### src/rtl/output_serializer.sv
// Framed serial transmitter for the SAP output register: idle-high line carrying a start bit,
// WIDTH data bits LSB-first and a stop bit, each held for BIT_CYCLES clocks.
module output_serializer #(
  parameter int unsigned WIDTH      = 8,
  parameter int unsigned BIT_CYCLES = 4
) (
  input  logic             clk,
  input  logic             clear,
  input  logic             load,
  input  logic [WIDTH-1:0] data_in,
  output logic             tx,
  output logic             ready,
  output logic             busy,
  output logic             done
);

  localparam int unsigned BitW = (WIDTH > 1) ? $clog2(WIDTH) : 1;
  localparam int unsigned CycW = (BIT_CYCLES > 1) ? $clog2(BIT_CYCLES) : 1;
  localparam logic [BitW-1:0] LastBit = BitW'(WIDTH - 1);
  localparam logic [CycW-1:0] LastCyc = CycW'(BIT_CYCLES - 1);

  typedef enum logic [1:0] {StIdle, StStart, StData, StStop} state_e;

  state_e           state_q, state_d;
  logic [WIDTH-1:0] shreg_q, shreg_d;
  logic [WIDTH-1:0] shreg_shifted;
  logic [BitW-1:0]  bit_cnt_q, bit_cnt_d;
  logic [CycW-1:0]  cyc_cnt_q, cyc_cnt_d;
  logic             tx_q, tx_d;
  logic             done_q, done_d;
  logic             bit_end;

  assign bit_end       = (cyc_cnt_q == LastCyc);
  assign shreg_shifted = shreg_q >> 1;

  always_ff @(posedge clk) begin
    if (clear) begin
      state_q   <= StIdle;
      shreg_q   <= '0;
      bit_cnt_q <= '0;
      cyc_cnt_q <= '0;
      tx_q      <= 1'b1;
      done_q    <= 1'b0;
    end else begin
      state_q   <= state_d;
      shreg_q   <= shreg_d;
      bit_cnt_q <= bit_cnt_d;
      cyc_cnt_q <= cyc_cnt_d;
      tx_q      <= tx_d;
      done_q    <= done_d;
    end
  end

  // tx is computed one cycle ahead so the line comes straight from a flop.
  always_comb begin
    state_d   = state_q;
    shreg_d   = shreg_q;
    bit_cnt_d = bit_cnt_q;
    tx_d      = tx_q;
    done_d    = 1'b0;
    cyc_cnt_d = (state_q == StIdle || bit_end) ? '0 : cyc_cnt_q + CycW'(1);
    case (state_q)
      StIdle: begin
        tx_d = 1'b1;
        if (load) begin
          shreg_d   = data_in;
          bit_cnt_d = '0;
          state_d   = StStart;
          tx_d      = 1'b0;
        end
      end
      StStart: begin
        if (bit_end) begin
          state_d = StData;
          tx_d    = shreg_q[0];
        end
      end
      StData: begin
        if (bit_end) begin
          if (bit_cnt_q == LastBit) begin
            state_d = StStop;
            tx_d    = 1'b1;
          end else begin
            shreg_d   = shreg_shifted;
            bit_cnt_d = bit_cnt_q + BitW'(1);
            tx_d      = shreg_shifted[0];
          end
        end
      end
      StStop: begin
        if (bit_end) begin
          state_d = StIdle;
          tx_d    = 1'b1;
          done_d  = 1'b1;
        end
      end
      default: state_d = StIdle;
    endcase
  end

  always_comb begin
    tx    = tx_q;
    done  = done_q;
    ready = (state_q == StIdle);
    busy  = (state_q != StIdle);
  end

endmodule

### config.mk
export PLATFORM = sky130hd
export DESIGN_NAME = output_serializer
export DESIGN_NICKNAME = d
export VERILOG_FILES = /design/src/rtl/output_serializer.sv
export SDC_FILE = /design/constraint.sdc
export NUM_CORES = 1
export LEC_CHECK = 0
export ABC_AREA = 1
export ABC_CLOCK_PERIOD_IN_PS = 1810
export CORE_ASPECT_RATIO = 1.25
export CORE_MARGIN = 2
export CORE_UTILIZATION = 30
export DETAILED_ROUTE_END_ITERATION = 8
export GPL_TIMING_DRIVEN = 0
export PLACE_DENSITY_LB_ADDON = 0.12
export SYNTH_ARGS = -nofsm -noshare
export SYNTH_HDL_FRONTEND = slang
export SYNTH_SLANG_ARGS = --single-unit
export TNS_END_PERCENT = 1
### constraint.sdc
create_clock -name clk -period 1.81 [get_ports clk]
set_clock_uncertainty 0.2 [all_clocks]
set_input_delay 0.181 -clock clk [delete_from_list [all_inputs] [get_ports clk]]
set_output_delay 0.181 -clock clk [all_outputs]
set_load 0.02 [all_outputs]
==> impl_metrics.yaml <==
sta:
  slew_violations: 0
  setup_ws_ns: 0.08918
  fin_crit_sh: 0.9507
  tightest_slew_ns: 0.4542
  setup_viol: 0
  fin_crit_ns: 1.721
  relSlewSlack: 0.6972
  grt_setup_unrepaired: "no"
  holdWs_ns: 0.2246
  hold_violations: 0
  clock.fmax_mhz: 581.1
synthesis:
  yosysWarnings: 0
  synthAdderAreaFrac: 0.09736
  synth_top_area_frac: 0.3783
  synthCells: 134
  ys_types: 19
  synth_top_family_by_area: "simple AND/OR/NAND/NOR gates"
  synth_seq_cells: 17
  yosysTopAreaCell: "dfxtp_1"
  synth_simple_gate_area_share: 0.3574
  synth.avg_cell_area_um2: 6.714
  synth_compound_area_frac: 0.08623
  synth_xor_area_frac: 0
  synth_area_um2: 899.6
  ys_top_cells_by_area: "dfxtp_1 38%, nand2_1 20%, nor2_1 12%"
  muxShareOfSynthArea: 0
  syn_nets: 152
  yosysSeqAreaShare: 0.3783
power:
  swShare: 0.4327
  p_comb_frac: 0.530
  p_int_mw: 0.9561
  leakage_nw: 0.5507
  clockPowerShare: 0.131
  cellPowerDensity_nw_per_um2: 1488
  ir_drop_mv: 0.6381
  seq_power_share: 0.339
  p_total_mw: 1.685
  netSwitchingPower_mw: 0.7291
cts:
  numCtsBuffers: 3
  cts.sinks: 17
  clock_path_buffers: 2
  clkSlewWorstSetupHoldPaths_ns: 0.11
  cts_tree: "done"
  ctsHoldBuffers: 0
  htree_num_levels: 1
  clock-root-buffer: "clkbuf_4"
  worstSkewPairLatency_ns: 0.31
placed_design:
  place_ws_ns: -0.01595
  gp_congestion: 0.7057
  dp_hpwl_um: 1393
  dpl-instance-area_um2: 1085
  io_buffer_count: 14
  post-place-cells: 184
job:
  maxCapViolCount: 0
critical_path:
  r2r_cells: 9
  cp_data_arrival_time_ns: 1.34
  rr_endpoint: "bit_cnt_q[2]"
  r2r_start: "bit_cnt_q[0]"
  end_kind: "output pin"
  r2r_slack_ns: 0.15
  crit_required_ns: 1.43
  path_class: "flop to output pin"
  cp_max_fo: 5
  critPathLaunchType: "flop"
detailed_routing:
  wl_per_cell_um: 10.51
  drtAntennaViolNets: 0
  detail_route.vias_per_cell: 4.466
  firstDrtPassIters: 4
  drt_iter0_markers: 17
  drc: 0
  wirelength_um: 1986
  dr_total_vias: 844
floorplan:
  ios: 15
  num_rows: 22
  fp.dieW_um: 52.98
  dieHeight_um: 65.23
  dieArea_um2: 3456
  start_util: 0.3113
  core_um2: 2890
finish:
  final_common_cell: "nand2_1"
  area_growth_pct: 25.87
  diodes: 0
  final_area_um2: 1132
  layout-drive-gt1-share: 0.1046
  final_cell_mix: "47 x nand2_1, 28 x nor2_1, 15 x dfxtp_1"
  fin_cells: 189
  fin_nets: 172
min_path:
  min-delay-path-class: "flop to flop"
  min_to: "cyc_cnt_q[0]"
  hold_depth: 1
  hp-start: "cyc_cnt_q[0]"
global_route:
  antenna_found_initial: 0
  grt_pass1_wl_um: 3353
  grt_max_degree: 11
  gr-total-overflow: 0
  grt_usage: 0.1312
  grt_pass1_vias: 788
status:
  status: "finished clean"
## area by class of cell
cell class                      instances  area [µm²]
Sequential cell                        17       342.8
Clock inverter                          1       5.005
Timing Repair Buffer                   15       147.6
Tap cell                               36       45.04
Fill cell                             321        1758
Clock buffer                            3       22.52
Buffer                                  4       30.03
Inverter                               12       47.55
Multi-Input combinational cell        101       491.7
## power by group through the flow
stage / logic, mW / clock network [mW] / registers [mW]
after global routing: 1.05 / 0.245 / 0.589
after global placement: 0.866 / 0 / 0.571
final: 0.893 / 0.221 / 0.571
after detailed placement: 0.872 / 0 / 0.576
after CTS: 0.867 / 0.225 / 0.570
after floorplan: 0.642 / 0 / 0.572
## cell usage after synthesis
cell	count
buf_4	1
nor3_1	1
dfxtp_1	17
nand2_1	47
nor2_2	1
clkbuf_1	1
nand3_1	3
or2_2	1
inv_2	1
o21ai_1	2
inv_1	11
a21oi_1	2
buf_6	1
a21boi_0	7
nor2_1	28
o21ai_0	1
buf_2	1
ha_1	7
nand3b_1	1
## flip-flops by register name, indices dropped and copies added (netlist names)
signal	count
bit_cnt_q	3
done	1
tx	1
shreg_q	8
cyc_cnt_q	2
state_q	2
## worst max path at each step
stage	startpoint	to	cells after the start
after floorplan	state_q[0]	shreg_q[0]	9
after global placement	state_q[0]	busy	4
after detailed placement	state_q[0]	busy	4
after CTS	state_q[1]	busy	4
after global routing	state_q[0]	ready	3
final	state_q[0]	ready	3
## critical path, stage by stage (launching register included)
cell and delay [ns]:
dfxtp_2 0.36, inv_1 0.09, ha_2 0.24, dlygate4sd2_1 0.35
## repair_timing
item / CTS / global route
endpoints found under the setup margin: 12 / 14
buffers inserted: 0 / 1
hold endpoints to repair: 0 / 0
resized for setup: 5 / 6
pin swaps: 0 / 1
## per-stage QoR
| stage | util | setup TNS [ns] |
|---|---|---|
| 6_report | 0.3918 | 0 |
| 2_1_floorplan | - | 0 |
| 3_5_place_dp | 0.3753 | -0.01595 |
| 4_1_cts | 0.3853 | 0 |
| 3_3_place_gp | 0.3753 | -0.008585 |
| 5_1_grt | 0.3918 | 0 |
## per-layer routing
metal  share of wire  GRT usage
met4           0.024    0.06731
met3           0.030    0.02045
met1            0.46     0.1617
met5               0          0
met2            0.49     0.2156
## cell families (layout without fill, tap and decap cells)
logic type / after synthesis / count (layout)
buf+inv: 16 / 35
compound gates: 12 / 12
simple gates: 82 / 82
flops: 17 / 17
fa+ha+maj: 7 / 7
Power figures use the tool's default switching activity.
==> patch, RTL diff (config.mk and constraints unchanged) <==
Encoding of `state_e`: now Gray code (2 bits for 4 states).
--- a/src/rtl/output_serializer.sv
+++ b/src/rtl/output_serializer.sv
@@ -20,5 +20,5 @@
   localparam logic [CycW-1:0] LastCyc = CycW'(BIT_CYCLES - 1);
 
-  typedef enum logic [1:0] {StIdle, StStart, StData, StStop} state_e;
+  typedef enum logic [1:0] {StIdle = 2'b00, StStart = 2'b01, StData = 2'b11, StStop = 2'b10} state_e;
 
   state_e           state_q, state_d;
Behaviour: no difference found for any inputs over 10 cycles, from zero or initial values; not proved beyond that.
==> patch against the original RTL <==
- sequential cell count did not move
- wire length rose by 9.3%
- worst hold slack improved by 0.0087 ns
- final cell count grew 0.53%
- cell area up 10%
- synthesized cell count is 0.75% higher
- synthesized area up 12%
- worst setup slack improved by 0.058 ns
- critical path type is now register to register
Power is not compared: it rests on default switching activity, and its combinational part moved more than twofold at a synthesized area within 25%.
==> patch: results <==
{
  "outcome": "finished, final reports clean",
  "routedWlPerCell_um": 11.4,
  "drt-initial-drc-count": 7,
  "cp_top_family": "simple AND/OR/NAND/NOR gates",
  "hpwl_um": 1530,
  "synth_adder_area_share": 0.0371,
  "dpl_cell_area_um2": 1200,
  "slowest_stage": "dfxtp_1",
  "syn_nets": 149,
  "hold-worst-slack_ns": 0.233,
  "grt_use_met3": 0.0243,
  "grtUsageMet1": 0.139,
  "grtUsageTotal": 0.130,
  "num-nets-final": 168,
  "gp_congestion": 0.762,
  "cp_max_fo": 10,
  "grt_use_met2": 0.249,
  "worst-r2r-cell-count": 8,
  "crit_path_max_incr_delay_ns": 0.33,
  "critPathLaunch": "bit_cnt_q[0]",
  "num_vias": 879,
  "pre_cts_slack_ns": 0.111,
  "drive_gt1_frac": 0.216,
  "rr_endpoint": "shreg_q[3]",
  "avgSynthCellArea_um2": 7.49,
  "cts_resized": 2,
  "wl_met1_um": 1000,
  "dr_wl_met3_um": 78,
  "path_clk_slew_ns": 0.07,
  "wl_met2_um": 1050,
  "end_kind": "register",
  "max_freq_mhz": 601,
  "synthTopCellsByArea": "dfxtp_1, nand2_1, nor2_1",
  "grt_pass1_vias": 895,
  "fillers": 368
}
-- patch: cell count changes in the layout (fill, tap and decap cells not counted), moves of 3 or more --
cell | before | now
a21boi_0 | 7 | 0
buf_6 | 1 | 4
clkbuf_4 | 3 | 0
clkbuf_8 | 0 | 3
ha_1 | 5 | 2
nand2_1 | 47 | 29
nand3_1 | 3 | 15
nand3_2 | 0 | 6
nor2_1 | 28 | 21
nor2_2 | 1 | 5
nor3_1 | 1 | 5
-- patch: cell families after synthesis --
| kind of cell | Yosys count |
|---|---|
| AOI/OAI and AO/OA | 3 |
| adders and majority gates | 3 |
| buffers and inverters | 21 |
| DFF | 17 |
| and+or+nand+nor | 91 |
-- patch: area by class of cell --
type	count	area, um2	share of cell area
Tap cell	37	46.3	0.0371
Inverter	13	48.8	0.0391
Multi-Input combinational cell	97	546	0.437
Clock inverter	1	5.00	0.00401
Sequential cell	17	340	0.273
Timing Repair Buffer	14	138	0.110
Buffer	8	82.6	0.0662
Clock buffer	3	41.3	0.0331
